==> config.mk <==
export PLATFORM = sky130hd
export DESIGN_NAME = regfile_write_arbiter_flat
export DESIGN_NICKNAME = d
export VERILOG_FILES = /design/src/rtl/regfile_pkg.sv /design/src/rtl/regfile_write_arbiter_if.sv /design/src/rtl/regfile_clear_seq.sv /design/src/rtl/regfile_write_arbiter.sv /design/src/flat_wrapper.sv
export SDC_FILE = /design/constraint.sdc
export NUM_CORES = 1
export LEC_CHECK = 0
export CORE_AREA = 3 3 86 88
export CTS_BUF_LIST = sky130_fd_sc_hd__clkbuf_4 sky130_fd_sc_hd__clkbuf_8
export CTS_CLUSTER_DIAMETER = 60
export DETAILED_ROUTE_END_ITERATION = 16
export DIE_AREA = 0 0 89 91
export PLACE_DENSITY = 0.58
export SLEW_MARGIN = 20
export SYNTH_ARGS = -nofsm -noshare
export SYNTH_HDL_FRONTEND = slang
export SYNTH_SLANG_ARGS = --single-unit
==> constraint.sdc <==
create_clock -name clock -period 2.2 [get_ports clock]
set_clock_uncertainty 0.1 [all_clocks]
set_input_delay 0.22 -clock clock [delete_from_list [all_inputs] [get_ports clock]]
set_output_delay 0.22 -clock clock [all_outputs]
set_load 0.01 [all_outputs]
==> src/rtl/regfile_pkg.sv <==
// Shared types and constants for the register-file write path.
// Address/data typedefs, read-only register map and the clear-sequencer states.
package regfile_pkg;

    typedef logic [3:0]  reg_addr_t;
    typedef logic [15:0] reg_data_t;

    localparam reg_addr_t REG_SP            = 4'hD;
    localparam reg_addr_t REG_SR            = 4'hE;
    localparam reg_addr_t REG_PC            = 4'hF;
    localparam reg_addr_t REG_LAST_WRITABLE = 4'hC;

    typedef enum logic [1:0] {
        IDLE  = 2'd0,
        CLEAR = 2'd1,
        DONE  = 2'd2
    } clr_state_t;

    typedef enum logic [1:0] {
        GNT_NONE = 2'd0,
        GNT_EXEC = 2'd1,
        GNT_MEM  = 2'd2,
        GNT_DBG  = 2'd3
    } gnt_t;

endpackage

==> src/rtl/regfile_write_arbiter_if.sv <==
// Requester handshakes, clear control/status and the register-file write port.
// The arbiter uses the slave modport; the surrounding pipeline uses master.
interface regfile_write_arbiter_if #(
    parameter int DATA_W = 16,
    parameter int ADDR_W = 4
);
    logic              exec_valid;
    logic [ADDR_W-1:0] exec_addr;
    logic [DATA_W-1:0] exec_data;
    logic              exec_ready;

    logic              mem_valid;
    logic [ADDR_W-1:0] mem_addr;
    logic [DATA_W-1:0] mem_data;
    logic              mem_ready;

    logic              dbg_valid;
    logic [ADDR_W-1:0] dbg_addr;
    logic [DATA_W-1:0] dbg_data;
    logic              dbg_ready;

    logic              clear_req;
    logic              clear_busy;
    logic              clear_done;
    logic              ro_violation;

    logic [ADDR_W-1:0] write_addr;
    logic [DATA_W-1:0] write_data;
    logic              write_en;

    modport slave (
        input  exec_valid, exec_addr, exec_data,
        input  mem_valid, mem_addr, mem_data,
        input  dbg_valid, dbg_addr, dbg_data,
        input  clear_req,
        output exec_ready, mem_ready, dbg_ready,
        output clear_busy, clear_done, ro_violation,
        output write_addr, write_data, write_en
    );

    modport master (
        output exec_valid, exec_addr, exec_data,
        output mem_valid, mem_addr, mem_data,
        output dbg_valid, dbg_addr, dbg_data,
        output clear_req,
        input  exec_ready, mem_ready, dbg_ready,
        input  clear_busy, clear_done, ro_violation,
        input  write_addr, write_data, write_en
    );
endinterface

==> src/rtl/regfile_clear_seq.sv <==
// Clear sequencer: walks addresses 0..LAST_WRITABLE and asks the arbiter to
// override its mux with a zero-write for each, then pulses done for one cycle.
module regfile_clear_seq
    import regfile_pkg::*;
#(
    parameter int              ADDR_W        = 4,
    parameter logic [ADDR_W-1:0] LAST_WRITABLE = REG_LAST_WRITABLE
) (
    input  logic              clock,
    input  logic              reset,
    input  logic              i_clear_req,
    output logic              o_override,
    output logic [ADDR_W-1:0] o_ov_addr,
    output logic              o_clear_busy,
    output logic              o_clear_done
);
    clr_state_t        r_state;
    clr_state_t        w_state_next;
    logic [ADDR_W-1:0] r_cnt;
    logic [ADDR_W-1:0] w_cnt_next;

    always_ff @(posedge clock) begin
        if (reset) begin
            r_state <= IDLE;
            r_cnt   <= '0;
        end else begin
            r_state <= w_state_next;
            r_cnt   <= w_cnt_next;
        end
    end

    always_comb begin
        w_state_next = r_state;
        w_cnt_next   = r_cnt;
        o_override   = 1'b0;
        o_clear_busy = 1'b0;
        o_clear_done = 1'b0;
        case (r_state)
            IDLE: begin
                w_cnt_next = '0;
                if (i_clear_req) w_state_next = CLEAR;
            end
            CLEAR: begin
                o_override   = 1'b1;
                o_clear_busy = 1'b1;
                w_cnt_next   = r_cnt + 1'b1;
                if (r_cnt == LAST_WRITABLE) w_state_next = DONE;
            end
            DONE: begin
                o_clear_busy = 1'b1;
                o_clear_done = 1'b1;
                w_state_next = IDLE;
            end
            default: w_state_next = IDLE;
        endcase
    end

    assign o_ov_addr = r_cnt;

endmodule

==> src/rtl/regfile_write_arbiter.sv <==
// Single write port of the register file shared by mem load, execute and debug
// writebacks, with a starvation escape for debug and a bank-clear override.
module regfile_write_arbiter
    import regfile_pkg::*;
#(
    parameter int                DATA_W        = 16,
    parameter int                ADDR_W        = 4,
    parameter logic [ADDR_W-1:0] LAST_WRITABLE = REG_LAST_WRITABLE,
    parameter int                STARVE_LIMIT  = 8
) (
    input logic                    clock,
    input logic                    reset,
    regfile_write_arbiter_if.slave bus
);
    localparam int SW = $clog2(STARVE_LIMIT + 1);

    logic              w_override;
    logic [ADDR_W-1:0] w_ov_addr;
    logic              w_clear_busy;
    logic              w_clear_done;
    logic              w_starved;
    logic              w_xfer;
    gnt_t              w_gnt;
    logic [ADDR_W-1:0] w_sel_addr;
    logic [DATA_W-1:0] w_sel_data;

    logic [SW-1:0]     r_starve;
    logic              r_en;
    logic              r_ro;
    logic [ADDR_W-1:0] r_addr;
    logic [DATA_W-1:0] r_data;

    regfile_clear_seq #(
        .ADDR_W        (ADDR_W),
        .LAST_WRITABLE (LAST_WRITABLE)
    ) u_clear_seq (
        .clock        (clock),
        .reset        (reset),
        .i_clear_req  (bus.clear_req),
        .o_override   (w_override),
        .o_ov_addr    (w_ov_addr),
        .o_clear_busy (w_clear_busy),
        .o_clear_done (w_clear_done)
    );

    assign w_starved = (r_starve == SW'(STARVE_LIMIT));

    // No requester is acked while the sequencer is in CLEAR or DONE.
    always_comb begin
        w_gnt = GNT_NONE;
        if (!w_clear_busy) begin
            if (w_starved && bus.dbg_valid) w_gnt = GNT_DBG;
            else if (bus.mem_valid)         w_gnt = GNT_MEM;
            else if (bus.exec_valid)        w_gnt = GNT_EXEC;
            else if (bus.dbg_valid)         w_gnt = GNT_DBG;
        end
    end

    always_comb begin
        w_sel_addr = bus.exec_addr;
        w_sel_data = bus.exec_data;
        case (w_gnt)
            GNT_MEM: begin
                w_sel_addr = bus.mem_addr;
                w_sel_data = bus.mem_data;
            end
            GNT_DBG: begin
                w_sel_addr = bus.dbg_addr;
                w_sel_data = bus.dbg_data;
            end
            default: ;
        endcase
    end

    assign w_xfer         = (w_gnt != GNT_NONE);
    assign bus.exec_ready = (w_gnt == GNT_EXEC);
    assign bus.mem_ready  = (w_gnt == GNT_MEM);
    assign bus.dbg_ready  = (w_gnt == GNT_DBG);

    always_ff @(posedge clock) begin
        if (reset) begin
            r_starve <= '0;
        end else if (bus.dbg_valid && (w_gnt != GNT_DBG)) begin
            if (!w_starved) r_starve <= r_starve + 1'b1;
        end else begin
            r_starve <= '0;
        end
    end

    // Read-only targets are acked but turned into a violation pulse, not a write.
    always_ff @(posedge clock) begin
        if (reset) begin
            r_en   <= 1'b0;
            r_ro   <= 1'b0;
            r_addr <= '0;
            r_data <= '0;
        end else begin
            r_en <= 1'b0;
            r_ro <= 1'b0;
            if (w_override) begin
                r_en   <= 1'b1;
                r_addr <= w_ov_addr;
                r_data <= '0;
            end else if (w_xfer) begin
                r_addr <= w_sel_addr;
                r_data <= w_sel_data;
                r_en   <= (w_sel_addr <= LAST_WRITABLE);
                r_ro   <= (w_sel_addr >  LAST_WRITABLE);
            end
        end
    end

    assign bus.write_en     = r_en;
    assign bus.write_addr   = r_addr;
    assign bus.write_data   = r_data;
    assign bus.ro_violation = r_ro;
    assign bus.clear_busy   = w_clear_busy;
    assign bus.clear_done   = w_clear_done;

endmodule
==> src/flat_wrapper.sv <==
// flat-port wrapper written by rule: the top's interface ports become plain ports
module regfile_write_arbiter_flat import regfile_pkg::*;
#(
    parameter int                DATA_W        = 16,
    parameter int                ADDR_W        = 4,
    parameter logic [ADDR_W-1:0] LAST_WRITABLE = REG_LAST_WRITABLE,
    parameter int                STARVE_LIMIT  = 8
)
  (clock, reset, bus_exec_valid, bus_exec_addr, bus_exec_data, bus_mem_valid, bus_mem_addr, bus_mem_data, bus_dbg_valid, bus_dbg_addr, bus_dbg_data, bus_clear_req, bus_exec_ready, bus_mem_ready, bus_dbg_ready, bus_clear_busy, bus_clear_done, bus_ro_violation, bus_write_addr, bus_write_data, bus_write_en);
  regfile_write_arbiter_if #(.DATA_W(DATA_W), .ADDR_W(ADDR_W)) bus_i ();
  input logic clock;
  input logic reset;
  input wire logic [$bits(bus_i.exec_valid)-1:0] bus_exec_valid;
  input wire logic [$bits(bus_i.exec_addr)-1:0] bus_exec_addr;
  input wire logic [$bits(bus_i.exec_data)-1:0] bus_exec_data;
  input wire logic [$bits(bus_i.mem_valid)-1:0] bus_mem_valid;
  input wire logic [$bits(bus_i.mem_addr)-1:0] bus_mem_addr;
  input wire logic [$bits(bus_i.mem_data)-1:0] bus_mem_data;
  input wire logic [$bits(bus_i.dbg_valid)-1:0] bus_dbg_valid;
  input wire logic [$bits(bus_i.dbg_addr)-1:0] bus_dbg_addr;
  input wire logic [$bits(bus_i.dbg_data)-1:0] bus_dbg_data;
  input wire logic [$bits(bus_i.clear_req)-1:0] bus_clear_req;
  output wire logic [$bits(bus_i.exec_ready)-1:0] bus_exec_ready;
  output wire logic [$bits(bus_i.mem_ready)-1:0] bus_mem_ready;
  output wire logic [$bits(bus_i.dbg_ready)-1:0] bus_dbg_ready;
  output wire logic [$bits(bus_i.clear_busy)-1:0] bus_clear_busy;
  output wire logic [$bits(bus_i.clear_done)-1:0] bus_clear_done;
  output wire logic [$bits(bus_i.ro_violation)-1:0] bus_ro_violation;
  output wire logic [$bits(bus_i.write_addr)-1:0] bus_write_addr;
  output wire logic [$bits(bus_i.write_data)-1:0] bus_write_data;
  output wire logic [$bits(bus_i.write_en)-1:0] bus_write_en;
  assign bus_i.exec_valid = bus_exec_valid;
  assign bus_i.exec_addr = bus_exec_addr;
  assign bus_i.exec_data = bus_exec_data;
  assign bus_i.mem_valid = bus_mem_valid;
  assign bus_i.mem_addr = bus_mem_addr;
  assign bus_i.mem_data = bus_mem_data;
  assign bus_i.dbg_valid = bus_dbg_valid;
  assign bus_i.dbg_addr = bus_dbg_addr;
  assign bus_i.dbg_data = bus_dbg_data;
  assign bus_i.clear_req = bus_clear_req;
  assign bus_exec_ready = bus_i.exec_ready;
  assign bus_mem_ready = bus_i.mem_ready;
  assign bus_dbg_ready = bus_i.dbg_ready;
  assign bus_clear_busy = bus_i.clear_busy;
  assign bus_clear_done = bus_i.clear_done;
  assign bus_ro_violation = bus_i.ro_violation;
  assign bus_write_addr = bus_i.write_addr;
  assign bus_write_data = bus_i.write_data;
  assign bus_write_en = bus_i.write_en;
  regfile_write_arbiter #(.DATA_W(DATA_W), .ADDR_W(ADDR_W), .LAST_WRITABLE(LAST_WRITABLE), .STARVE_LIMIT(STARVE_LIMIT)) u_core (.clock(clock), .reset(reset), .bus(bus_i));
endmodule
==> impl_metrics.json <==
{
  "outcome": "finished, final reports clean",
  "leakage_nw": 1.25,
  "hp-start": "u_core.r_starve[1]$_SDFFE_PP0P_",
  "hold_buffers": 0,
  "h-tree-depth": 2,
  "diodes": 0,
  "yosys_warnings": 0,
  "cts_sinks": 32,
  "wirelength_mm": 5.61,
  "syn_area_mm2": 0.00188,
  "dpl_cell_area_mm2": 0.00300,
  "fin_crit_ps": 2070,
  "wl_met2_mm": 2.73,
  "fin_setup_tns_ps": 0,
  "seqPwrFrac_pct": 29.0,
  "p_comb_share_pct": 54.3,
  "fin_crit_sh_pct": 93.9,
  "hold_viol": 0,
  "max-slew-margin-rel_pct": 73.9,
  "pin_count": 93,
  "cp_num_buf_inv": 2,
  "worst_slew_pin_slew_ps": 390,
  "critPathSlowestCell": "dfxtp_1",
  "final_cells": 386,
  "die_x_um": 89,
  "cts_made_buffers": 5,
  "area_growth_pct": 65.3,
  "final_cell_mix": "clkdlybuf4s50_1 (88), dfxtp_1 (32), buf_4 (19), mux2i_1 (16), a2bb2oi_1 (16)",
  "yosys.area.top_type": "dfxtp_1",
  "grt.total_usage_pct": 14.5,
  "grt_setup_unrepaired": "false",
  "synth_nets": 271,
  "grt_remaining_overflow": 0,
  "dr.pass1.iters": 6,
  "hold-path-cell-count": 2,
  "rows": 30,
  "worst_setup_path_start_kind": "register",
  "p_per_area_mw_per_mm2": 936,
  "drcViolationCount": 0,
  "holdCritPathClass": "register to register",
  "cp.arrival_ps": 1750,
  "wl_met1_mm": 2.37,
  "cts-resized-gates": 6,
  "syn_inst": 198,
  "maxCapViolCount": 0,
  "syn_area_per_cell_um2": 9.50,
  "layout.nets": 378,
  "path_cells": "inv_1, ha_2, nand4b_4, a31oi_4, and2_1, dlygate4sd2_1",
  "required_ps": 1880,
  "wire_per_inst_um": 14.5,
  "ys_seq_area_share_pct": 34.0,
  "portBuffers": 92,
  "p_sw_share_pct": 35.5,
  "cts_tree": "yes",
  "wl_met3_um": 355,
  "dr.first_iter.drc_count": 70,
  "final_common_cell": "clkdlybuf4s50_1",
  "cp_top_family": "buffers and inverters",
  "setup_viol": 0,
  "path_class": "register to primary output",
  "max_stage_delay_ps": 320,
  "cts.path.max_buffers": 2,
  "post_cts_buffers": 0,
  "clock_power_share_pct": 16.7,
  "dieHeight_um": 91,
  "ant_nets": 0,
  "drv_slew": 0,
  "via_per_inst": 4.87,
  "ys_top_cells_by_area": "dfxtp_1 (34%), mux2i_1 (8.5%), a2bb2oi_1 (7.4%), o221a_1 (5.4%), ha_1 (4.7%)",
  "dp.final_hpwl_mm": 4.50,
  "top_layer": "met4",
  "reg2reg_from": "u_core.r_starve[0]$_SDFFE_PP0P_",
  "peakVddDrop_v": 0.000429,
  "drive_gt1_share_pct": 15.4,
  "crit_path_end_kind": "primary output",
  "worstRegToRegCells": 8,
  "intPower_mw": 1.88,
  "core_area_mm2": 0.00672,
  "grt_pass1_wl_mm": 9.25,
  "whs_ps": 393,
  "clk_latency_ps": 280,
  "cp-startpoint": "u_core.r_starve[0]$_SDFFE_PP0P_",
  "start_util_pct": 28.0,
  "finalWeightedCongestion": 0.755,
  "synth_seq_cells": 32,
  "first_global_vias": 1887,
  "cp_num_cells": 6,
  "antenna_found_initial": 0,
  "vias": 1881,
  "crit_path_max_fanout": 4,
  "cts.clk_slew.worst_paths_ps": 60,
  "root_buffer": "clkbuf_8",
  "dieArea_mm2": 0.00810,
  "switchingPower_mw": 1.03,
  "yosysUniqueCellTypes": 39,
  "grt_max_degree": 21,
  "final_util_pct": 46.3,
  "fillers": 671,
  "synth_top_area_share_pct": 34.0,
  "max_freq_ghz": 0.484,
  "stdcell_area_mm2": 0.00311,
  "dp_cells": 378
}
[kinds of logic after synthesis]
| logic type | share of synthesized area [%] |
|---|---|
| AO/OA/AOI/OAI | 27.8 |
| AND/OR/NAND/NOR | 17.8 |
| flip-flops | 34.0 |
| buffers and inverters | 5.85 |
| multiplexers | 8.51 |
| adder cells (fa/ha/maj) | 4.65 |
| XOR/XNOR | 1.40 |
[path summary, 6_finish.rpt]
check             slack [ps]                               to
setup / recovery         130                    bus_dbg_ready
hold / removal           390  u_core.r_starve[1]$_SDFFE_PP0P_
setup reg to reg         260   u_core.bus.write_en$_SDFF_PP0_
hold reg to reg          390  u_core.r_starve[1]$_SDFFE_PP0P_
[flip-flops by register name, indices dropped and copies added, names as in the netlist]
register / flops
u_core.u_clear_seq.r_state: 2
u_core.r_starve: 4
u_core.bus.write_data: 16
u_core.bus.write_en: 1
u_core.bus.ro_violation: 1
u_core.bus.write_addr: 4
u_core.u_clear_seq.o_ov_addr: 4
[area by class of cell]
class | instances | area (µm²) | share of cell area, %
multi-input cells | 144 | 1140 | 36.5
repair buffers | 113 | 1100 | 35.4
flip-flops and latches | 32 | 641 | 20.6
well taps | 80 | 100 | 3.22
clock buffers | 8 | 97.6 | 3.14
inverters | 9 | 33.8 | 1.09
[power groups by stage]
stage / combinational, mW / sequential [mW] / clock [mW]
after floorplan: 0.762 / 0.915 / 0
after global placement: 1.54 / 0.855 / 0
after detailed placement: 1.56 / 0.853 / 0
after CTS: 1.58 / 0.844 / 0.504
after global routing: 1.73 / 0.865 / 0.527
final: 1.58 / 0.844 / 0.487
[synth_stat cells]
master     count
dfxtp_1       32
a2bb2oi_1     16
mux2i_1       16
nor2_1        15
nand3_1       14
a21oi_1       12
inv_1          9
o221a_1        9
clkbuf_1       8
ha_1           7
nor3_1         7
o221a_2        7
nand2_1        5
o21ai_0        5
a221oi_1       4
buf_6          3
nor2b_1        3
nand2b_1       2
or2_1          2
or2_2          2
xor2_1         2
a22oi_1        1
a31oi_4        1
and2_1         1
and4b_1        1
buf_2          1
buf_4          1
nand2_4        1
nand3b_1       1
nand4_4        1
nand4b_4       1
o2111ai_1      1
o211ai_1       1
o21ba_2        1
o21bai_4       1
o31a_1         1
or3_1          1
or3b_4         1
xnor2_1        1
[stage by stage]
step	power (mW)	worst slack (ps)
after CTS	2.93	15.3
after global placement	2.39	-81.8
after global routing	3.12	12.1
after detailed placement	2.41	-101
final	2.91	134
after floorplan	1.68	247
[worst register-to-register path: stages, from the launching register on]
cell and delay [ps]:
dfxtp_1 320, inv_1 90, ha_2 220, nand4b_4 150, a31oi_4 230, buf_4 170
or2_2 110, o2111ai_1 150, o31a_1 300
[routing by layer]
metal	track usage [%]	vias to the layer above
met1	17.8	857
met4	5.71	0
li1	-	960
met2	23.4	53
met3	4.17	11
met5	0	-
No activity file was read; power rests on OpenSTA's default activity.
